## src/rtl/eth_tx_sched_pkg.sv

```systemverilog
// Shared types and constants for the 10BASE-T transmit-line scheduler.
package eth_tx_pkg;

  typedef enum logic [2:0] {
    IDLE    = 3'd0,
    IPG     = 3'd1,
    FRM_ARM = 3'd2,
    FRM     = 3'd3,
    LP_ARM  = 3'd4,
    LP      = 3'd5
  } sched_state_t;

  localparam logic [1:0] TXSEL_QUIET = 2'd0;
  localparam logic [1:0] TXSEL_LP    = 2'd1;
  localparam logic [1:0] TXSEL_FRM   = 2'd2;

  localparam int LP_PERIOD_16MS = 320000;
  localparam int IPG_9U6        = 192;

  function automatic logic [1:0] txsel_of(sched_state_t s);
    case (s)
      FRM_ARM, FRM: return TXSEL_FRM;
      LP_ARM, LP:   return TXSEL_LP;
      default:      return TXSEL_QUIET;
    endcase
  endfunction

endpackage

```

## src/rtl/eth_tx_sched_if.sv

```systemverilog
// Handshake bundle between the scheduler, the transmit top level and the two line drivers.
interface eth_tx_sched_if;
  logic       frm_req;
  logic       frm_go;
  logic       frm_busy;
  logic       lp_go;
  logic       lp_busy;
  logic [1:0] tx_sel;
  logic       Led_Tx;
  logic       wdog_err;

  modport master (
    input  frm_req, frm_busy, lp_busy,
    output frm_go, lp_go, tx_sel, Led_Tx, wdog_err
  );

  modport slave (
    output frm_req, frm_busy, lp_busy,
    input  frm_go, lp_go, tx_sel, Led_Tx, wdog_err
  );
endinterface

```

## src/rtl/eth_ivl_timer.sv

```systemverilog
// Saturating up-counter with synchronous clear, enable and a terminal-count flag.
module eth_ivl_timer #(
  parameter int MAX = 8,
  parameter int TC  = MAX - 1
) (
  input  logic clk,
  input  logic rst_n,
  input  logic clr,
  input  logic en,
  output logic tc
);
  localparam int W = $clog2(MAX + 1);
  localparam logic [W-1:0] MAX_V = W'(MAX);
  localparam logic [W-1:0] TC_V  = W'(TC);

  logic [W-1:0] cnt;

  always_ff @(posedge clk or negedge rst_n) begin
    if (!rst_n)                    cnt <= '0;
    else if (clr)                  cnt <= '0;
    else if (en && cnt != MAX_V)   cnt <= cnt + 1'b1;
  end

  assign tc = en && (cnt == TC_V);
endmodule

```

## src/rtl/eth_tx_sched.sv

```systemverilog
// Transmit-line scheduler: arbitrates the twisted-pair output between frame serializer and link pulses.
// Define ETH_TX_SCHED_WDOG_EN to time out ARM states whose busy never rises.
//
// state   | meaning
// IDLE    | line quiet and gap satisfied; grant a frame or a due link pulse
// IPG     | inter-packet gap running after line activity
// FRM_ARM | frm_go issued, waiting for frm_busy
// FRM     | serializer owns the line
// LP_ARM  | lp_go issued, waiting for lp_busy
// LP      | link-pulse generator owns the line
module eth_tx_sched
  import eth_tx_pkg::*;
#(
  parameter int LP_PERIOD = LP_PERIOD_16MS,
  parameter int IPG_CYC   = IPG_9U6,
  parameter int WDOG_CYC  = 64
) (
  input  logic           clk,
  input  logic           rst_n,
  eth_tx_sched_if.master bus
);
`ifdef ETH_TX_SCHED_WDOG_EN
  localparam bit WDOG_EN = 1'b1;
`else
  localparam bit WDOG_EN = 1'b0;
`endif

  sched_state_t state, state_nx;
  logic         frm_go_q, lp_go_q, led_q;
  logic [1:0]   tx_sel_q;
  logic         frm_go_nx, lp_go_nx, led_nx;
  logic [1:0]   tx_sel_nx;
  logic         lp_due, gap_done, wdog_to, in_arm;

  assign in_arm = (state == FRM_ARM) || (state == LP_ARM);

  // lp_cnt advances only once the gap is done, so link-pulse spacing runs from the end of activity
  eth_ivl_timer #(.MAX(LP_PERIOD), .TC(LP_PERIOD - 1)) u_lp_cnt (
    .clk, .rst_n,
    .clr ((state != IDLE) || bus.frm_req),
    .en  (state == IDLE),
    .tc  (lp_due)
  );

  eth_ivl_timer #(.MAX(IPG_CYC), .TC(IPG_CYC - 1)) u_gap_cnt (
    .clk, .rst_n,
    .clr (state != IPG),
    .en  (state == IPG),
    .tc  (gap_done)
  );

  eth_ivl_timer #(.MAX(WDOG_CYC), .TC(WDOG_CYC - 1)) u_wdog_cnt (
    .clk, .rst_n,
    .clr (!in_arm),
    .en  (WDOG_EN && in_arm),
    .tc  (wdog_to)
  );

  always_ff @(posedge clk or negedge rst_n) begin
    if (!rst_n) begin
      state    <= IPG;
      frm_go_q <= 1'b0;
      lp_go_q  <= 1'b0;
      tx_sel_q <= TXSEL_QUIET;
      led_q    <= 1'b1;
    end else begin
      state    <= state_nx;
      frm_go_q <= frm_go_nx;
      lp_go_q  <= lp_go_nx;
      tx_sel_q <= tx_sel_nx;
      led_q    <= led_nx;
    end
  end

  always_comb begin
    state_nx = state;
    case (state)
      IDLE:    if (bus.frm_req)     state_nx = FRM_ARM;
               else if (lp_due)     state_nx = LP_ARM;
      IPG:     if (gap_done)        state_nx = IDLE;
      FRM_ARM: if (bus.frm_busy)    state_nx = FRM;
               else if (wdog_to)    state_nx = IPG;
      FRM:     if (!bus.frm_busy)   state_nx = IPG;
      LP_ARM:  if (bus.lp_busy)     state_nx = LP;
               else if (wdog_to)    state_nx = IPG;
      LP:      if (!bus.lp_busy)    state_nx = IPG;
      default:                      state_nx = IPG;
    endcase
  end

  always_comb begin
    frm_go_nx = (state == IDLE) && (state_nx == FRM_ARM);
    lp_go_nx  = (state == IDLE) && (state_nx == LP_ARM);
    tx_sel_nx = txsel_of(state_nx);
    led_nx    = (state_nx != FRM);
  end

  assign bus.frm_go = frm_go_q;
  assign bus.lp_go  = lp_go_q;
  assign bus.tx_sel = tx_sel_q;
  assign bus.Led_Tx = led_q;

`ifdef ETH_TX_SCHED_WDOG_EN
  logic wdog_err_q;

  always_ff @(posedge clk or negedge rst_n) begin
    if (!rst_n)                         wdog_err_q <= 1'b0;
    else if (in_arm && state_nx == IPG) wdog_err_q <= 1'b1;
  end

  assign bus.wdog_err = wdog_err_q;
`else
  assign bus.wdog_err = 1'b0;
`endif
endmodule

```

## src/flat_wrapper.sv

```systemverilog
// flat-port wrapper written by rule: the top's interface ports become plain ports
module eth_tx_sched_flat import eth_tx_pkg::*;
#(
  parameter int LP_PERIOD = LP_PERIOD_16MS,
  parameter int IPG_CYC   = IPG_9U6,
  parameter int WDOG_CYC  = 64
)
  (clk, rst_n, bus_frm_req, bus_frm_busy, bus_lp_busy, bus_frm_go, bus_lp_go, bus_tx_sel, bus_Led_Tx, bus_wdog_err);
  eth_tx_sched_if bus_i ();
  input  logic clk;
  input  logic rst_n;
  input wire logic [$bits(bus_i.frm_req)-1:0] bus_frm_req;
  input wire logic [$bits(bus_i.frm_busy)-1:0] bus_frm_busy;
  input wire logic [$bits(bus_i.lp_busy)-1:0] bus_lp_busy;
  output wire logic [$bits(bus_i.frm_go)-1:0] bus_frm_go;
  output wire logic [$bits(bus_i.lp_go)-1:0] bus_lp_go;
  output wire logic [$bits(bus_i.tx_sel)-1:0] bus_tx_sel;
  output wire logic [$bits(bus_i.Led_Tx)-1:0] bus_Led_Tx;
  output wire logic [$bits(bus_i.wdog_err)-1:0] bus_wdog_err;
  assign bus_i.frm_req = bus_frm_req;
  assign bus_i.frm_busy = bus_frm_busy;
  assign bus_i.lp_busy = bus_lp_busy;
  assign bus_frm_go = bus_i.frm_go;
  assign bus_lp_go = bus_i.lp_go;
  assign bus_tx_sel = bus_i.tx_sel;
  assign bus_Led_Tx = bus_i.Led_Tx;
  assign bus_wdog_err = bus_i.wdog_err;
  eth_tx_sched #(.LP_PERIOD(LP_PERIOD), .IPG_CYC(IPG_CYC), .WDOG_CYC(WDOG_CYC)) u_core (.clk(clk), .rst_n(rst_n), .bus(bus_i));
endmodule
```

## config.mk

```make
export PLATFORM = sky130hd
export DESIGN_NAME = eth_tx_sched_flat
export DESIGN_NICKNAME = d
export VERILOG_FILES = /design/src/rtl/eth_tx_sched_pkg.sv /design/src/rtl/eth_tx_sched_if.sv /design/src/rtl/eth_ivl_timer.sv /design/src/rtl/eth_tx_sched.sv /design/src/flat_wrapper.sv
export SDC_FILE = /design/constraint.sdc
export NUM_CORES = 1
export LEC_CHECK = 0
export CORE_ASPECT_RATIO = 0.75
export CORE_UTILIZATION = 30
export DETAILED_ROUTE_END_ITERATION = 12
export PLACE_DENSITY = 0.53
export SYNTH_ARGS = -nofsm -noshare
export SYNTH_HDL_FRONTEND = slang
export SYNTH_SLANG_ARGS = --single-unit
```

## constraint.sdc

```tcl
create_clock -name clk -period 5.1 [get_ports clk]
set_input_delay 1.02 -clock clk [delete_from_list [all_inputs] [get_ports clk]]
set_output_delay 1.02 -clock clk [all_outputs]
set_load 0.005 [all_outputs]
```

Yosys cells after proc, flatten, opt, wreduce, memory -nomap -nowiden
Index checks and enable logic that the tools add are counted.

storage, ports and cells
  register bits = 35
  input bits = 5
  output and inout bits = 6
  word-level logic and storage cells = 50

operators by class
  $add $sub $neg = 2
  equality and inequality tests = 15
  mux-type cells = 13
  reduce and logical (&&, ||, !) cells = 13

operators by type and width
  kind                     number
  $mux W19                 2
  $mux W3                  7
  $add A19 B1 Y19 const B  1
  $eq A19 B19 Y1 const B   1
  $ne A19 B19 Y1 const B   1
  $pmux W3 S6              1
  $mux W8                  2
  $eq A3 B2 Y1 const B     4
  $eq A3 B3 Y1 const B     4
  $add A8 B1 Y8 const B    1
  $eq A8 B8 Y1 const B     1
  $ne A8 B8 Y1 const B     1
  $logic_and A1 B1 Y1      6
  $pmux W2 S2              1
  $reduce_bool A2 Y1       2
  $reduce_or A2 Y1         2
  $eq A3 B1 Y1 const B     1
  $logic_not A3 Y1         1
  $ne A3 B1 Y1 const B     1
  $ne A3 B2 Y1 const B     1
  $reduce_bool A3 Y1       1
  $logic_or A1 B1 Y1       1

Logic depth before layout (Yosys ltp)
Gate-level depths: netlist (run 1).

  word-level depth = 8
  mapped depth = 6
  mapped depth without buffers = 6

By module
Synthesis (run 1) repeated with hierarchy kept, for this count alone.

unflattened totals
  cells, all modules = 238
  area, all modules = 2301.0 um^2

by module, submodules not included
  module                              times used  cells each  area an instance (um^2)  sequential area each (um^2)
  eth_ivl_timer at u_core.u_lp_cnt    1           111         1027.2                   475.5
  eth_ivl_timer at u_core.u_gap_cnt   1           47          462.9                    200.2
  eth_ivl_timer at u_core.u_wdog_cnt  1           46          436.7                    175.2
  eth_tx_sched                        1           34          374.1                    202.7

Worst setup path before layout (run 1)
No wires, ideal clock.

  path type = input port to flip-flop
  start point = in bus_frm_req
  end point = reg u_core.u_lp_cnt.cnt[0]
  setup time = 0.079 ns
  arrival time = 1.997 ns
  data required time = 5.021 ns
  path slack = 3.023 ns
  cell stages on the path = 4
  buffers on the path = 0
  cells stage by stage = nor4_4 > nand4b_1 > nor4_2 > mux2i_1

on the way
  word-level cells in the longest chain between the ends = 2
  elaborated cells between the ends (all ways) = 3
  those cells by class = mux: 1; reduce/logical: 2

ends and longest elaborated chain
  what                                                   RTL line             source
  from (decl)                                            flat_wrapper.sv:12   input wire logic [$bits(bus_i.frm_req)-1:0] bus_frm_req;
  $logic_or A1 B1 Y1 (*)                                 eth_tx_sched.sv:40   .clr ((state != IDLE) || bus.frm_req),
  $mux W19 / $reduce_bool A2 Y1 (equally long branches)  n/a
  to (signal assigned)                                   eth_ivl_timer.sv:21  else if (en && cnt != MAX_V) cnt <= cnt + 1'b1;
  to (decl)                                              eth_ivl_timer.sv:16  logic [W-1:0] cnt;

Mark *: on every way between the ends. The rest lies on a longest branch, timed or not.
A chain may end at the register's enable or synchronous reset.

Final worst setup path (run 1)
  start point = in bus_frm_req
  end point = reg u_core.u_lp_cnt.cnt[1]

Same word-level chain as after synthesis.

==> results.sh, run 1 <==
export IMPL_clk_pin_slew_ns=0.07
export IMPL_regToRegStartpoint="u_core.state[2]"
export IMPL_post_cts_buffers=0
export IMPL_yosysUniqueCellTypes=38
export IMPL_dp_hpwl_mm=2.37
export IMPL_drive_gt1_share_pct=10.1
export IMPL_min_to="u_core.u_gap_cnt.cnt[5]"
export IMPL_syn_to_final_growth_pct=15.6
export IMPL_worstHoldStart="u_core.u_gap_cnt.cnt[5]"
export IMPL_nFillCells=557
export IMPL_final_util_pct=37.2
export IMPL_antenna_found_initial=0
export IMPL_layout_common_cells="33 x dfrtp_1, 19 x nor2_1, 15 x nand2_1, 13 x xor2_1, 12 x nand3_1"
export IMPL_diodes=0
export IMPL_start_util_pct=32.2
export IMPL_gr_total_overflow=0
export IMPL_fin_nets=196
export IMPL_crit_path_end_kind="register"
export IMPL_cts_tree="yes"
export IMPL_hold_path_class="register to register"
export IMPL_timing_final_crit_period_ns=2.52
export IMPL_drt_iter0_markers=35
export IMPL_syn_area_per_cell_um2=10.1
export IMPL_place_area_um2=1930
export IMPL_drt_total_wl_mm=3.46
export IMPL_syn_inst=175
export IMPL_status="finished, final reports clean"
export IMPL_worst_path_max_fanout=8
export IMPL_final_antenna_net_count=0
export IMPL_multi_input_area_um2=847
export IMPL_num_vias=1294
export IMPL_grt_pass1_wl_mm=5.95
export IMPL_cts_buffers=5
export IMPL_detail_route_wl_per_cell_um=13.2
export IMPL_grt_max_degree=36
export IMPL_clockBufferDepth=2
export IMPL_syn_nets=184
export IMPL_cts_hold_buf=0
export IMPL_cp_required_ns=5.31
export IMPL_cts_resized=0
export IMPL_fmax_mhz=397
export IMPL_cts_sinks=35
export IMPL_ys_ff_latch=35
export IMPL_hold_viol_final=0
export IMPL_tns_ns=0
export IMPL_fin_skew_ns=0.00569
export IMPL_clockRootBuffer="clkbuf_8"
export IMPL_r2r_end="u_core.u_lp_cnt.cnt[15]"
export IMPL_rr_worst_depth=4
export IMPL_fin_area_um2=2040
export IMPL_h_tree_depth=2
export IMPL_yosysSeqAreaShare_pct=49.7
export IMPL_via_per_inst=4.92
export IMPL_core_um2=5500
export IMPL_grt_pass1_vias=1196
export IMPL_layout_commonest_cell="dfrtp_1"
export IMPL_reg2reg_slack_ns=3.14
export IMPL_dr_pass1_iters=4
export IMPL_tightest_slew_ns=0.774
export IMPL_drv_slew=0
export IMPL_drc_errors=0
export IMPL_io_buffers=9
export IMPL_design_die_area_um2=6210
export IMPL_fin_crit_sh_pct=49.3
export IMPL_ios=11
export IMPL_cap_viol_max_count=0
export IMPL_critPathKind="input pin to register"
export IMPL_regArea_um2=878
export IMPL_relSlewSlack_pct=48.4
export IMPL_rsz0062_at_grt="false"
export IMPL_fin_ws_ns=2.58
export IMPL_powerDensity_nw_per_um2=319
export IMPL_globalplace_congestion=0.750
export IMPL_grt_total_usage_pct=12.7
export IMPL_row_count=23
export IMPL_cp_start_kind="input pin"
export IMPL_setup_viol=0
export IMPL_ir_worst_vdd_mv=0.103
export IMPL_p_leak_nw=0.832
export IMPL_clock_latency_ns=0.29
export IMPL_worstPathArrival_ns=2.73
export IMPL_die_h_um=68.5
export IMPL_hold_path_depth=2
export IMPL_dieWidth_um=90.6
export IMPL_yosys_warnings=0
export IMPL_synth_area_um2=1770
export IMPL_pre_cts_ws_ns=2.29
## power breakdown
part	switching, W	internal [W]
sequential	0.0000222	0.000297
combinational	0.0000394	0.0000328
clock	0.000102	0.000158
total	0.000164	0.000488
## worst max-delay path: stages
cell	delay, ns
clkdlybuf4s50_1	0.48
nor4_4	0.36
nand4b_1	0.18
nor4_2	0.43
mux2i_1	0.24
## kinds of logic after synthesis
logic type	count (synthesis)	share of synthesized area, %
adders and majority gates	4	2.83
other	1	0.212
buffers and inverters	10	2.41
xor gates and xnor gates	16	7.93
muxes	3	1.77
DFF	35	49.7
AOI/OAI and AO/OA	19	6.23
and+or+nand+nor	87	28.9
## stage by stage
step | total power [W] | cells | hold WS [ns]
after detailed placement | 0.000398 | 255 | 0.552
after CTS | 0.000657 | 263 | 0.571
after floorplan | 0.000369 | 175 | 0.512
after global routing | 0.000687 | 263 | 0.603
after global placement | 0.000396 | 255 | 0.544
final | 0.000652 | 263 | 0.568
## registers in the layout, summed over array words and instances, names as in the netlist
signal	flops
u_core.bus.lp_go	1
u_core.state	3
u_core.bus.Led_Tx	1
u_core.u_gap_cnt.cnt	8
u_core.u_lp_cnt.cnt	19
u_core.bus.frm_go	1
u_core.bus.tx_sel	2
## how the worst max path moves through the flow
stage | to | depth (start not counted) | slack (ns) | from
finish | u_core.u_lp_cnt.cnt[1] | 5 | 2.58 | bus_frm_req
global route | u_core.u_lp_cnt.cnt[1] | 5 | 2.47 | bus_frm_req
CTS | u_core.u_lp_cnt.cnt[1] | 5 | 2.55 | bus_frm_req
detailed placement | u_core.u_lp_cnt.cnt[1] | 5 | 2.29 | bus_frm_req
global placement | u_core.u_lp_cnt.cnt[15] | 5 | 2.37 | bus_frm_req
floorplan | u_core.u_lp_cnt.cnt[0] | 4 | 3.02 | bus_frm_req
## cell usage after synthesis (all sizes together)
cell    number  share of area, %
dfrtp       33                47
nor2        19               4.0
nand2       15               3.2
xor2        13               6.4
nand3       12               3.4
nand4        8               3.2
o21ai        7               2.0
a21oi        6               1.7
inv          6               1.3
nand3b       5               2.1
ha           4               2.8
nor3         4               1.1
nor4         4               2.6
or4          4               1.7
and3         3               1.1
and4         3               1.6
o211ai       3               1.3
o31ai        3               1.3
or3          3               1.3
xnor2        3               1.5
buf          2              0.71
clkbuf       2              0.42
dfstp        2               3.0
mux2i        2               1.1
nand4b       2              0.99
nor4b        2              0.99
and4b        1              0.57
conb         1              0.21
mux2         1              0.64
nand2b       1              0.35
nor4bb       1              0.57
## per-layer routing
metal  up-vias  wire [um]  global-route usage (%)
met1       618       1940                    18.0
met2        21       1360                    18.0
met3         6        127                    3.44
li1        649          -                       -
met5         -          0                       0
met4         0         37                    5.44
## area by class of cell
| cell class | instances | share of cell area [%] |
|---|---|---|
| flip-flops and latches | 35 | 43.0 |
| multi-input cells | 130 | 41.4 |
| well taps | 75 | 4.59 |
| repair buffers | 9 | 4.16 |
| clock buffers | 6 | 4.04 |
| clock inverters | 2 | 1.71 |
| inverters | 6 | 1.10 |
(Power assumes the default switching activity.)
==> run 2, diff against run 1 <==
==> constraint.sdc (replaced) <==
create_clock -name clk -period 2.5 [get_ports clk]
set_input_delay 0.5 -clock clk [delete_from_list [all_inputs] [get_ports clk]]
set_output_delay 0.5 -clock clk [all_outputs]
set_load 0.005 [all_outputs]
==> results.sh, run 2 (synthesized netlist as in run 1, its figures left out) <==
export IMPL_status="finished, final reports clean"
export IMPL_clockRootBuffer="clkbuf_8"
export IMPL_fin_area_um2=2070
export IMPL_gr_total_overflow=0
export IMPL_crit_path_end_kind="register"
export IMPL_tightest_slew_ns=0.788
export IMPL_dp_hpwl_mm=2.63
export IMPL_drive_gt1_share_pct=11.5
export IMPL_regToRegStartpoint="u_core.u_lp_cnt.cnt[0]"
export IMPL_drv_slew=0
export IMPL_diodes=0
export IMPL_r2r_end="u_core.u_lp_cnt.cnt[18]"
export IMPL_hold_path_class="input pin to async pin"
export IMPL_syn_to_final_growth_pct=16.9
export IMPL_worstPathArrival_ns=2.14
export IMPL_grt_pass1_wl_mm=6.29
export IMPL_dr_pass1_iters=4
export IMPL_cts_resized=0
export IMPL_num_vias=1294
export IMPL_grt_max_degree=36
export IMPL_core_um2=5500
export IMPL_h_tree_depth=2
export IMPL_gr_usage_met3_pct=3.33
export IMPL_drt_iter0_markers=42
export IMPL_cts_sinks=35
export IMPL_detail_route_wl_per_cell_um=13.6
export IMPL_top_regs="u_core.u_lp_cnt.cnt (19), u_core.u_gap_cnt.cnt (8), u_core.state (3)"
export IMPL_dieWidth_um=90.6
export IMPL_drt_total_wl_mm=3.63
export IMPL_grt_pass1_vias=1260
export IMPL_place_area_um2=1950
export IMPL_largest_reg_flops=19
export IMPL_max_flop_register="u_core.u_lp_cnt.cnt"
export IMPL_p_total_w=0.00133
export IMPL_final_antenna_net_count=0
export IMPL_final_util_pct=37.6
export IMPL_layout_common_cells="33 x dfrtp_1, 19 x nor2_1, 15 x nand2_1, 13 x xor2_1, 12 x nand3_1"
export IMPL_reg2reg_slack_ns=0.56
export IMPL_grtUsageMet2_pct=18.8
export IMPL_row_count=23
export IMPL_fin_skew_ns=0.0114
export IMPL_timing_final_crit_period_ns=1.94
export IMPL_die_h_um=68.5
export IMPL_cts_hold_buf=0
export IMPL_design_die_area_um2=6210
export IMPL_cp_required_ns=2.71
export IMPL_tns_ns=0
export IMPL_globalplace_congestion=0.735
export IMPL_whs_ns=0.292
export IMPL_clk_pin_slew_ns=0.07
export IMPL_grt_total_usage_pct=13.5
export IMPL_critPathKind="register to register"
export IMPL_clockBufferDepth=2
export IMPL_cp_start_kind="register"
export IMPL_hold_viol_final=0
export IMPL_via_per_inst=4.86
export IMPL_layout_commonest_cell="dfrtp_1"
export IMPL_p_leak_nw=0.846
export IMPL_rr_worst_depth=5
export IMPL_ir_worst_vdd_mv=0.220
export IMPL_post_cts_buffers=0
export IMPL_fin_crit_sh_pct=77.4
export IMPL_cts_buffers=5
export IMPL_clock_latency_ns=0.29
export IMPL_rsz0062_at_grt="false"
export IMPL_nFillCells=550
export IMPL_cts_tree="yes"
export IMPL_setup_viol=0
export IMPL_use_met1_pct=19.3
export IMPL_ios=11
export IMPL_io_buffers=9
export IMPL_fin_nets=199
export IMPL_start_util_pct=32.2
export IMPL_fmax_mhz=516
export IMPL_powerDensity_nw_per_um2=644
export IMPL_cap_viol_max_count=0
export IMPL_grt_busiest_layer="met1"
export IMPL_drc_errors=0
export IMPL_relSlewSlack_pct=47.5
export IMPL_worst_path_max_fanout=6
export IMPL_antenna_found_initial=0
==> run 2: changes by cell type in the layout (fill, tap and decap cells not counted), sizes merged <==
| cell | change |
|---|---|
| buf | +3 |
==> run 2: metal layers <==
| metal | vias to the layer above | wire length (um) |
|---|---|---|
| li1 | 660 | - |
| met1 | 605 | 2070 |
| met2 | 24 | 1400 |
| met3 | 5 | 116 |
| met4 | 0 | 36 |
| met5 | - | 0 |
==> run 2: area by class of cell <==
| cell class | count | area (um2) | area share, % |
|---|---|---|---|
| Timing Repair Buffer | 12 | 108 | 5.21 |
| Multi-Input combinational cell | 130 | 847 | 41.0 |
| Tap cell | 75 | 93.8 | 4.54 |
| Sequential cell | 35 | 878 | 42.5 |
| Clock inverter | 2 | 35.0 | 1.69 |
| Clock buffer | 6 | 82.6 | 4.00 |
| Inverter | 6 | 22.5 | 1.09 |
==> run 2: how the worst max path moves through the flow <==
stage,depth (start not counted),start,to,slack [ns]
detailed placement,5,bus_frm_req,u_core.u_lp_cnt.cnt[1],0.39
finish,5,u_core.u_lp_cnt.cnt[0],u_core.u_lp_cnt.cnt[18],0.56
global route,5,u_core.u_lp_cnt.cnt[1],u_core.u_lp_cnt.cnt[18],0.45
global placement,5,bus_frm_req,u_core.u_lp_cnt.cnt[0],0.50
floorplan,4,u_core.u_lp_cnt.cnt[3],u_core.u_lp_cnt.cnt[17],0.85
CTS,5,u_core.u_lp_cnt.cnt[1],u_core.u_lp_cnt.cnt[18],0.60
==> run 2: critical path, cell delays in order (launching register included) <==
cell and delay, ns:
dfrtp_1 0.49, ha_1 0.31, and4_1 0.28, nand4_1 0.23, or3_1 0.40, a21oi_1 0.15
==> run 2: power breakdown <==
group          switching (W)  internal (W)  total (W)
clock               0.000204      0.000323   0.000527
sequential         0.0000461      0.000607   0.000653
combinational      0.0000826     0.0000700   0.000153
total               0.000333      0.000999    0.00133
==> run 2: through the flow <==
step,cells,setup slack [ns]
after floorplan,175,0.849
after global placement,258,0.499
after detailed placement,258,0.393
after CTS,266,0.604
after global routing,266,0.453
final,266,0.564
